[config.mk]
export PLATFORM = sky130hd
export DESIGN_NAME = rom_burst_reader
export DESIGN_NICKNAME = d
export VERILOG_FILES = /design/src/rtl/rom_burst_reader.sv
export SDC_FILE = /design/constraint.sdc
export NUM_CORES = 1
export LEC_CHECK = 0
export CAP_MARGIN = 20
export CORE_ASPECT_RATIO = 0.6
export CORE_MARGIN = 4
export CORE_UTILIZATION = 50
export CTS_CLUSTER_SIZE = 40
export DETAILED_ROUTE_END_ITERATION = 8
export PLACE_DENSITY = 0.78
export SYNTH_ARGS = -nofsm -noshare
export SYNTH_HDL_FRONTEND = slang
export SYNTH_SLANG_ARGS = --single-unit
export TNS_END_PERCENT = 20
[constraint.sdc]
create_clock -name clk -period 2.9 [get_ports clk]
set_input_delay 0.725 -clock clk [delete_from_list [all_inputs] [get_ports clk]]
set_output_delay 0.725 -clock clk [all_outputs]
set_load 0.05 [all_outputs]
[src/rtl/rom_burst_reader.sv]
// rom_burst_reader: streams a burst of consecutive words from a 1-cycle
// registered ROM into a 2-entry output buffer with ready/valid backpressure.
// Ports:
//   clk, reset            - single clock, synchronous active-high reset
//   start, start_addr,    - burst request (sampled in IDLE only), first address,
//   burst_len               and word count minus 1
//   rom_addr, rom_data    - ROM address (registered), ROM data one cycle later
//   dout, dout_valid,     - buffer head, valid flag, consumer accept
//   dout_ready
//   busy, done            - burst in progress, one-cycle completion pulse
module rom_burst_reader #(
  parameter int unsigned datawidth    = 8,
  parameter int unsigned addresswidth = 10
) (
  input  logic                    clk,
  input  logic                    reset,
  input  logic                    start,
  input  logic [addresswidth-1:0] start_addr,
  input  logic [addresswidth-1:0] burst_len,
  output logic [addresswidth-1:0] rom_addr,
  input  logic [datawidth-1:0]    rom_data,
  output logic [datawidth-1:0]    dout,
  output logic                    dout_valid,
  input  logic                    dout_ready,
  output logic                    busy,
  output logic                    done
);

  localparam int unsigned CNT_W = 2;

  typedef enum logic [1:0] {
    IDLE  = 2'd0,
    READ  = 2'd1,
    DRAIN = 2'd2
  } state_e;

  state_e                  state_q, state_d;
  logic [addresswidth-1:0] rom_addr_q, rom_addr_d;
  logic [addresswidth-1:0] remaining_q, remaining_d;
  logic [CNT_W-1:0]        count_q, count_d;
  logic                    inflight_q, inflight_d;
  logic [datawidth-1:0]    head_q, head_d;
  logic [datawidth-1:0]    tail_q, tail_d;
  logic                    dout_valid_q, dout_valid_d;
  logic                    busy_q, busy_d;
  logic                    done_q, done_d;

  logic push;
  logic pop;
  logic issue;

  // Next-state, FIFO and address generation
  always_comb begin
    state_d      = state_q;
    rom_addr_d   = rom_addr_q;
    remaining_d  = remaining_q;
    count_d      = count_q;
    inflight_d   = 1'b0;
    head_d       = head_q;
    tail_d       = tail_q;
    done_d       = 1'b0;
    dout_valid_d = dout_valid_q;
    busy_d       = busy_q;

    push = inflight_q;
    pop  = dout_valid_q & dout_ready;
    // count + inflight - pop < 2, rearranged to avoid a negative intermediate
    issue = (state_q == READ) &&
            ((3'(count_q) + 3'(inflight_q)) < (3'd2 + 3'(pop)));

    // Head/tail pair: head is always the oldest word, tail the newer one
    case ({push, pop})
      2'b10: begin
        if (count_q == 2'd0) head_d = rom_data;
        else                 tail_d = rom_data;
      end
      2'b01: head_d = tail_q;
      2'b11: begin
        if (count_q == 2'd1) begin
          head_d = rom_data;
        end else begin
          head_d = tail_q;
          tail_d = rom_data;
        end
      end
      default: ;
    endcase
    count_d = CNT_W'(count_q + CNT_W'(push) - CNT_W'(pop));

    case (state_q)
      IDLE: begin
        if (start) begin
          rom_addr_d  = start_addr;
          remaining_d = burst_len;
          state_d     = READ;
        end
      end
      READ: begin
        if (issue) begin
          inflight_d = 1'b1;
          if (remaining_q != '0) begin
            rom_addr_d  = rom_addr_q + addresswidth'(1);
            remaining_d = remaining_q - addresswidth'(1);
          end else begin
            state_d = DRAIN;
          end
        end
      end
      DRAIN: begin
        // Leave once the buffer empties at this edge with nothing in flight
        if ((count_d == '0) && !inflight_q) begin
          state_d = IDLE;
          done_d  = 1'b1;
        end
      end
      default: state_d = IDLE;
    endcase

    dout_valid_d = (count_d != '0);
    busy_d       = (state_d != IDLE);
  end

  // State register
  always_ff @(posedge clk) begin
    if (reset) begin
      state_q      <= IDLE;
      rom_addr_q   <= '0;
      remaining_q  <= '0;
      count_q      <= '0;
      inflight_q   <= 1'b0;
      head_q       <= '0;
      tail_q       <= '0;
      dout_valid_q <= 1'b0;
      busy_q       <= 1'b0;
      done_q       <= 1'b0;
    end else begin
      state_q      <= state_d;
      rom_addr_q   <= rom_addr_d;
      remaining_q  <= remaining_d;
      count_q      <= count_d;
      inflight_q   <= inflight_d;
      head_q       <= head_d;
      tail_q       <= tail_d;
      dout_valid_q <= dout_valid_d;
      busy_q       <= busy_d;
      done_q       <= done_d;
    end
  end

  assign rom_addr   = rom_addr_q;
  assign dout       = head_q;
  assign dout_valid = dout_valid_q;
  assign busy       = busy_q;
  assign done       = done_q;

endmodule
==> results of run 1 <==
Yosys cell counts (2+ instances only):
cell,count,share of area
dfxtp_1,44,0.38
and4_1,3,0.011
nor2_1,38,0.062
a21oi_2,6,0.023
a211oi_1,19,0.062
nor3_1,6,0.013
a211o_1,4,0.015
nor4b_1,2,0.0076
o22ai_1,2,0.0054
inv_1,4,0.0065
or3_1,4,0.011
nand3b_1,2,0.0065
xnor2_1,4,0.015
nand2_1,29,0.047
a21oi_1,16,0.035
ha_1,7,0.038
nand3_1,6,0.013
nor4_1,3,0.0082
o211ai_1,2,0.0065
nor2b_1,3,0.0082
o21ai_0,5,0.011
a22o_1,2,0.0076
a22oi_1,2,0.0065
mux2i_1,16,0.070
clkbuf_1,11,0.018
xor2_1,4,0.015
or2_2,2,0.0054
metrics by stage:
step	hold WS, ns	cell area [µm²]
finish	0.479	3000
global route	0.509	3000
CTS	0.477	3000
detailed placement	0.461	2880
global placement	0.466	2880
floorplan	0.446	2300
worst register-to-register path: cells and delay by family, from the launching register on:
family / cells / cell delay [ns]
and+or+nand+nor: 3 / 0.71
AOI/OAI and AO/OA: 2 / 0.55
DFF: 1 / 0.44
adders and majority gates: 2 / 0.42
registers in the layout, summed over array words and instances (netlist names), 2 cells and up:
register	cells
tail_q	8
rom_addr	10
dout	8
remaining_q	10
count_q	2
state_q	2
final timing paths:
kind	startpoint	to	slack (ns)	cells past startpoint
max	dout_ready	done	0.45	8
max reg2reg	inflight_q	rom_addr[6]	0.67	7
min	remaining_q[8]	remaining_q[8]	0.48	2
min reg2reg	remaining_q[8]	remaining_q[8]	0.48	2
metal layers:
metal  track usage  vias up  routed length (µm)
met5             0        -                   0
met2         0.293       48                2310
met1         0.269      946                2720
met3        0.0558        5                 319
li1              -     1072                   -
met4        0.0304        0                  21
layout make-up:
cell class / instances / area (µm²)
fill: 321 / 1260
timing repair buffer: 61 / 588
tap: 60 / 75.1
multi-input combinational: 204 / 1320
inverter: 4 / 15.0
sequential: 44 / 881
clock inverter: 2 / 38.8
clock buffer: 6 / 82.6
power by group through the flow:
stage,clock network (mW),logic (mW),registers (mW)
2_1_floorplan,0,0.585,1.08
3_3_place_gp,0,1.07,0.871
3_5_place_dp,0,1.10,0.872
4_1_cts,0.508,1.10,0.860
5_1_grt,0.531,1.19,0.881
6_report,0.498,1.10,0.861
kinds of logic after synthesis:
family / synth area share
xor gates and xnor gates: 0.0305
AOI/OAI and AO/OA: 0.216
buffers and inverters: 0.0430
adders and majority gates: 0.0381
and+or+nand+nor: 0.220
DFF: 0.383
muxes: 0.0697
==> out/metrics.cfg, run 1 <==
[critical_path]
cpMaxStageDelayCell = clkdlybuf4s50_1
crit_fanout = 3
crit_arrival_ns = 2.64
end_kind = flip-flop
worstSetupPathType = in -> reg
startpoint_type = primary input
cp.required_ns = 3.10
crit_family = simple AND/OR/NAND/NOR gates
cp_slowest_stage_delay_ns = 0.47
crit_chain = clkdlybuf4s50_1, nand2_1, ha_1, ha_1, xor2_1, xnor2_1, or3_1, nor4b_1
crit_path_frequent_cell = ha_1
critPathBufInv = 1

[finish]
n_antenna_cell = 0
most-common-layout-cells = clkdlybuf4s50_1 (52), dfxtp_1 (44), nor2_1 (38), nand2_1 (29), a211oi_1 (19)
final_util = 0.704
nets = 359
drive_above_1_share = 0.0966
syn2layout_area_growth_pct = 30.5
final_common_cell = clkdlybuf4s50_1
layoutNonFillerInstCount = 381

[clock_network]
cts_resized = 0
cts_sinks = 44
cts_setup_buffers = 0
cts_buffer_depth = 2
holdBufCountCts = 0
cts_tree = built
cts_buffers = 5
htree_levels = 2
clk_pin_slew_ns = 0.09
cts_root_buf = clkbuf_8
clk_latency_ns = 0.29

[sta]
setup_tns_ns = 0
finClkSkew_ns = 0.00909
setup_ws_ns = 0.452
hold_violations = 0
fmax_mhz = 408
tightest_slew_ns = 0.619
maxSlewHeadroom = 0.586
finalSetupViolCount = 0
finalMaxSlewViolations = 0
period_minus_slack_ns = 2.45
min_period_over_period = 0.844
rsz0062_at_grt = false

[synth]
synth_flop_cell = dfxtp_1
ys_warn_count = 0
ys_seq_elements = 44
synth_area_um2 = 2300
synth_cell_types = 49
synth_edf_count = 0
synthesis.nets = 307
ys_seq_area_frac = 0.383
syn_inst = 268
syn_area_per_cell_um2 = 8.57
synth-async-reset-ratio = 0

[placement]
dp.cells = 373
hpwl_um = 3880
gp_congestion = 0.800
port_buffers = 52
post-place-ws_ns = 0.145

[global_route]
grt_max_degree = 28
antenna_found_initial = 0
grt_pass1_wl_um = 8650
grt_use_total = 0.189
grt_pass1_vias = 1870
gr-total-overflow = 0

[pwr]
p_sw_mw = 1.00
swShare = 0.407
clkPwrFrac = 0.203
p_comb_frac = 0.447
seq_power_share = 0.350
p_int_mw = 1.46
p_leak_nw = 1.16
powerDensity_nw_per_um2 = 820
irDropWorstVdd_mv = 0.470
power_mw = 2.46

[route]
first_iter_violations = 73
wl_um = 5370
postRouteAntennaNets = 0
wl_per_cell_um = 14.1
routed_via_density = 5.44
first_pass_iters = 4
vias = 2071
drcViolationCount = 0

[status]
status = finished clean

[min_path]
holdCritPathClass = reg -> reg

[die]
initial_utilization = 0.540
core_um2 = 4260
num_io_pins = 53
fp.dieH_um = 60.5
rows = 18
die_w_um = 95.5
die_area_um2 = 5780

[job]
drv_cap = 0

Note: power is estimated with default switching activity, not from simulation.
==> run 2: changes to the inputs <==
==> constraint.sdc (replaced) <==
create_clock -name clk -period 2.3 [get_ports clk]
set_input_delay 0.575 -clock clk [delete_from_list [all_inputs] [get_ports clk]]
set_output_delay 0.575 -clock clk [all_outputs]
set_load 0.05 [all_outputs]
==> run 2 against run 1 <==
  * Total power increased by 30%
  * Final area increased by 3.6%
  * Non-clock buffer count increased by 8
  * Sequential share of layout area decreased by 0.98 points
  * Clock power increased by 19%
  * Register-to-register slack got worse by 0.57 ns
  * Cell count increased by 2.1%
  * Worst setup slack got worse by 0.35 ns
  * Critical path depth unchanged
  * Count of clock-buffer cells in the layout decreased by 1
  * Hold slack improved by 0.011 ns
  * Die area unchanged
  * Largest power group unchanged
  * Highest routed layer unchanged
==> out/metrics.cfg, run 2 (synthesis gave the netlist of run 1 again) <==
[status]
status = finished clean

[route]
first_iter_violations = 68  ; -6.8%
wl_um = 5570  ; +3.6%
postRouteAntennaNets = 0  ; unchanged
wl_per_cell_um = 14.3  ; +1.5%
drcViolationCount = 0  ; unchanged
first_pass_iters = 4  ; unchanged
vias = 2139  ; +3.3%
routed_via_density = 5.50  ; +1.2%

[global_route]
grt_max_degree = 37  ; +32%
grt_use_total = 0.211  ; +0.0221
antenna_found_initial = 0  ; unchanged
gr-total-overflow = 0  ; unchanged
grt_pass1_vias = 2002  ; +7.1%
grt_pass1_wl_um = 9530  ; +10%

[sta]
maxSlewHeadroom = 0.579  ; -0.00796
finalMaxSlewViolations = 0  ; unchanged
rsz0062_at_grt = false
tightest_slew_ns = 0.631  ; +0.0119 ns
hold_violations = 0  ; unchanged
finClkSkew_ns = 0.00713  ; -0.00196 ns
min_period_over_period = 0.954
fmax_mhz = 456
setup_tns_ns = 0  ; unchanged
period_minus_slack_ns = 2.20
finalSetupViolCount = 0  ; unchanged

[clock_network]
clk_latency_ns = 0.30  ; about the same
cts_resized = 0  ; unchanged
htree_levels = 2  ; unchanged
clk_pin_slew_ns = 0.09  ; about the same
cts_buffer_depth = 2  ; unchanged
cts_sinks = 44  ; unchanged
holdBufCountCts = 0  ; unchanged
cts_tree = built
cts_setup_buffers = 0  ; unchanged
cts_buffers = 5  ; unchanged
cts_root_buf = clkbuf_8

[job]
drv_cap = 0  ; unchanged

[die]
core_um2 = 4260  ; unchanged
rows = 18  ; unchanged
num_io_pins = 53  ; unchanged
die_w_um = 95.5  ; unchanged
fp.dieH_um = 60.5  ; unchanged
initial_utilization = 0.540  ; unchanged
die_area_um2 = 5780  ; unchanged

[critical_path]
cp_slowest_stage_delay_ns = 0.33  ; -0.14 ns
crit_chain = ha_1, ha_1, or2_2, a31o_2, buf_4, nor3_1, nor2_1, a211oi_1
r2r_cells = 8  ; +1
cp.required_ns = 2.51  ; -0.59 ns
startpoint_type = flip-flop
crit_path_frequent_cell = ha_1
end_kind = flip-flop
cpMaxStageDelayCell = dfxtp_1
crit_arrival_ns = 2.41  ; -0.23 ns
crit_fanout = 4  ; +1
worstSetupPathType = reg -> reg

[finish]
n_antenna_cell = 0  ; unchanged
multi_input_area_um2 = 1350  ; +2.2%
drive_above_1_share = 0.140  ; +0.0432
final_common_cell = clkdlybuf4s50_1
fillers = 340  ; +5.9%
final_cell_area_um2 = 3110  ; +3.6%
nets = 367  ; +2.2%
final_util = 0.730  ; +0.0253
regArea_um2 = 882  ; +0.14%
most-common-layout-cells = clkdlybuf4s50_1 (51), dfxtp_1 (43), nor2_1 (38), nand2_1 (28), a211oi_1 (18)
syn2layout_area_growth_pct = 35.2

[min_path]
holdCritPathClass = reg -> reg
min_path_cells = 2  ; unchanged

[pwr]
powerDensity_nw_per_um2 = 1030  ; +25%
p_leak_nw = 1.22  ; +4.5%
irDropWorstVdd_mv = 0.484  ; +2.9%

[placement]
port_buffers = 52  ; unchanged
gp_congestion = 0.805  ; +0.62%
hpwl_um = 4030  ; +4.0%
dpl-instance-area_um2 = 2960  ; +3.0%

-- run 2: routing by layer --
layer	vias to the layer above	global-route usage	share of wire
li1	1082	-	-
met1	995	0.299	0.49
met2	56	0.319	0.43
met3	6	0.0607	0.068
met4	0	0.0526	0.0095
met5	-	0	0
-- run 2: per-stage QoR --
stage / power [mW] / hold slack [ns] / std cells / worst slack [ns]
CTS: 3.16 / 0.489 / 389 / 0.0203
finish: 3.19 / 0.489 / 389 / 0.105
floorplan: 2.10 / 0.446 / 268 / 0.143
global placement: 2.53 / 0.459 / 381 / -0.211
detailed placement: 2.57 / 0.475 / 381 / -0.275
global route: 3.40 / 0.504 / 389 / 0.0100
-- run 2: final timing paths --
kind                        from             end  slack (ns)
setup / recovery      count_q[0]     rom_addr[7]        0.10
hold / removal    remaining_q[8]  remaining_q[8]        0.49
setup reg to reg      count_q[0]     rom_addr[7]        0.10
hold reg to reg   remaining_q[8]  remaining_q[8]        0.49
-- run 2: layout make-up --
| type | count | area share |
|---|---|---|
| Timing Repair Buffer | 69 | 0.218 |
| Clock inverter | 3 | 0.0137 |
| Clock buffer | 5 | 0.0222 |
| Sequential cell | 44 | 0.284 |
| Tap cell | 60 | 0.0242 |
| Inverter | 4 | 0.00483 |
| Multi-Input combinational cell | 204 | 0.434 |
-- run 2: critical path: cells and delay by family (launching register included) --
family / cells / cell delay, ns
AND/OR/NAND/NOR: 3 / 0.67
AO/OA/AOI/OAI: 2 / 0.49
adder cells (fa/ha/maj): 2 / 0.48
flip-flops: 1 / 0.33
buffers and inverters: 1 / 0.14
-- run 2: where the power goes --
part	internal [mW]	leakage [nW]	switching (mW)	total, mW
clock	0.322	0.0541	0.273	0.595
combinational	0.649	0.799	0.860	1.51
sequential	0.921	0.363	0.160	1.08
total	1.89	1.22	1.29	3.19
==> run 3: changes to the inputs <==
--- a/config.mk
+++ b/config.mk
@@ -6,12 +6,14 @@
 export NUM_CORES = 1
 export LEC_CHECK = 0
 export CAP_MARGIN = 20
+export CELL_PAD_IN_SITES_DETAIL_PLACEMENT = 1
+export CELL_PAD_IN_SITES_GLOBAL_PLACEMENT = 1
 export CORE_ASPECT_RATIO = 0.6
 export CORE_MARGIN = 4
-export CORE_UTILIZATION = 50
+export CORE_UTILIZATION = 31
 export CTS_CLUSTER_SIZE = 40
 export DETAILED_ROUTE_END_ITERATION = 8
-export PLACE_DENSITY = 0.78
+export PLACE_DENSITY = 0.67
 export SYNTH_ARGS = -nofsm -noshare
 export SYNTH_HDL_FRONTEND = slang
 export SYNTH_SLANG_ARGS = --single-unit
==> run 3 against run 2 <==
  * Sequential power barely moved
  * Count of clock-buffer cells in the layout did not move
  * Global-route usage fell by 5.0 points
  * Wire length rose by 23%
  * Clock skew fell by 0.0036 ns
  * Flip-flop and latch count did not move
  * Hold slack got worse by 0.0076 ns
  * Worst setup slack got worse by 0.011 ns
  * Register-to-register slack barely moved
  * Critical path type unchanged
  * Critical endpoint is now remaining_q[1]
  * Highest routed layer unchanged
==> out/metrics.cfg, run 3 (synthesis gave the netlist of run 1 again) <==
[placement]
gp_congestion = 0.777  ; -3.6%
dpl-instance-area_um2 = 3040  ; +2.5%
port_buffers = 52  ; unchanged
hpwl_um = 4900  ; +22%
post-place-ws_ns = -0.289  ; -0.0136 ns
dp.cells = 424  ; +11%

[sta]
setup_ws_ns = 0.0943  ; -0.0106 ns
tightest_slew_ns = 0.662  ; +0.0309 ns
rsz0062_at_grt = false
finClkSkew_ns = 0.00351  ; -0.00362 ns
maxSlewHeadroom = 0.558  ; -0.0206
setup_tns_ns = 0  ; unchanged
fin_hold_ws_ns = 0.482  ; -0.00756 ns
finalSetupViolCount = 0  ; unchanged
hold_violations = 0  ; unchanged
period_minus_slack_ns = 2.21  ; +0.0106 ns
fmax_mhz = 453  ; -0.48%
min_period_over_period = 0.959  ; +0.00462
finalMaxSlewViolations = 0  ; unchanged

[die]
die_area_um2 = 8900  ; +54%
rows = 23  ; +5
initial_utilization = 0.331  ; -0.208
num_io_pins = 53  ; unchanged
fp.dieH_um = 74.7  ; +23%
die_w_um = 119  ; +25%
core_um2 = 6940  ; +63%

[critical_path]
cp.required_ns = 2.47  ; -0.04 ns
cpMaxStageDelayCell = or2_4
startpoint_type = flip-flop
path_depth = 7  ; -1
crit_chain = ha_1, ha_1, or2_2, a31o_2, or2_4, a211oi_1, a211oi_1
crit_family = compound AO/OA/AOI/OAI gates
crit_fanout = 17  ; +13
worstSetupPathType = reg -> reg
critPathBufInv = 0  ; -1
r2r_cells = 7  ; -1
cp_slowest_stage_delay_ns = 0.34  ; about the same
end_kind = flip-flop
crit_arrival_ns = 2.37  ; -0.04 ns

[pwr]
powerDensity_nw_per_um2 = 1120  ; +9.5%
irDropWorstVdd_mv = 0.357  ; -26%
p_leak_nw = 1.29  ; +6.0%
power_mw = 3.71  ; +16%

[clock_network]
htree_levels = 2  ; unchanged
holdBufCountCts = 0  ; unchanged
clk_latency_ns = 0.29  ; about the same
cts_buffers = 5  ; unchanged
cts_root_buf = clkbuf_16
clk_pin_slew_ns = 0.06  ; -0.03 ns
cts_tree = built
cts_buffer_depth = 2  ; unchanged
cts_sinks = 44  ; unchanged

[finish]
syn2layout_area_growth_pct = 43.6
drive_above_1_share = 0.153  ; +0.0133
layoutNonFillerInstCount = 433  ; +11%
final_util = 0.476  ; -0.254
n_antenna_cell = 0  ; unchanged
fillers = 802  ; +140%
nets = 371  ; +1.1%
final_cell_area_um2 = 3300  ; +6.2%
final_common_cell = clkdlybuf4s50_1
most-common-layout-cells = clkdlybuf4s50_1 (51), dfxtp_1 (42), nor2_1 (38), nand2_1 (29)

[route]
wl_um = 6850  ; +23%
vias = 2180  ; +1.9%
postRouteAntennaNets = 0  ; unchanged
first_pass_iters = 6  ; +2
drcViolationCount = 0  ; unchanged
first_iter_violations = 92  ; +35%
wl_per_cell_um = 15.8  ; +11%
routed_via_density = 5.03  ; -8.4%

[global_route]
grt_pass1_vias = 2260  ; +13%
gr-total-overflow = 0  ; unchanged
grt_use_total = 0.161  ; -0.0499
grt_max_degree = 39  ; +5.4%
antenna_found_initial = 0  ; unchanged
grt_pass1_wl_um = 11500  ; +21%

[min_path]
holdCritPathClass = reg -> reg
min_path_cells = 2  ; unchanged

[job]
drv_cap = 0  ; unchanged

[status]
status = finished clean

## run 3: per-layer routing
| layer | global-route usage | wire length, µm | vias to the layer above |
|---|---|---|---|
| met3 | 0.0511 | 342 | 8 |
| met1 | 0.233 | 3640 | 1041 |
| met2 | 0.240 | 2830 | 40 |
| li1 | - | - | 1091 |
| met5 | 0 | 0 | - |
| met4 | 0.0295 | 42 | 0 |
## run 3: final timing paths
path                  startpoint        endpoint  slack (ns)
setup / recovery      count_q[0]  remaining_q[1]        0.09
hold / removal    remaining_q[8]  remaining_q[8]        0.48
setup reg to reg      count_q[0]  remaining_q[1]        0.09
hold reg to reg   remaining_q[8]  remaining_q[8]        0.48
## run 3: repair_timing
| item | in CTS | in global routing |
|---|---|---|
| gates cloned | 0 | 0 |
| setup endpoints to repair | 1 | 8 |
| gates resized for setup | 1 | 7 |
| pin swaps | 0 | 4 |
| setup buffers | 0 | 1 |
## run 3: area by class of cell
type | instances | area [µm²] | area share
Timing Repair Buffer | 73 | 706 | 0.214
Multi-Input combinational cell | 204 | 1360 | 0.411
Clock inverter | 3 | 90.1 | 0.0273
Sequential cell | 44 | 883 | 0.268
Tap cell | 100 | 125 | 0.0379
Inverter | 4 | 15.0 | 0.00455
Clock buffer | 5 | 125 | 0.0379
## run 3: tightest hold or removal path, stage by stage, from the launching register on
cell	delay, ns
dfxtp_1	0.33
o21ai_2	0.06
a21oi_2	0.05
## run 3: where the power goes
part | internal (mW) | switching (mW)
sequential | 0.923 | 0.155
combinational | 0.669 | 0.914
clock | 0.733 | 0.313
total | 2.32 | 1.38
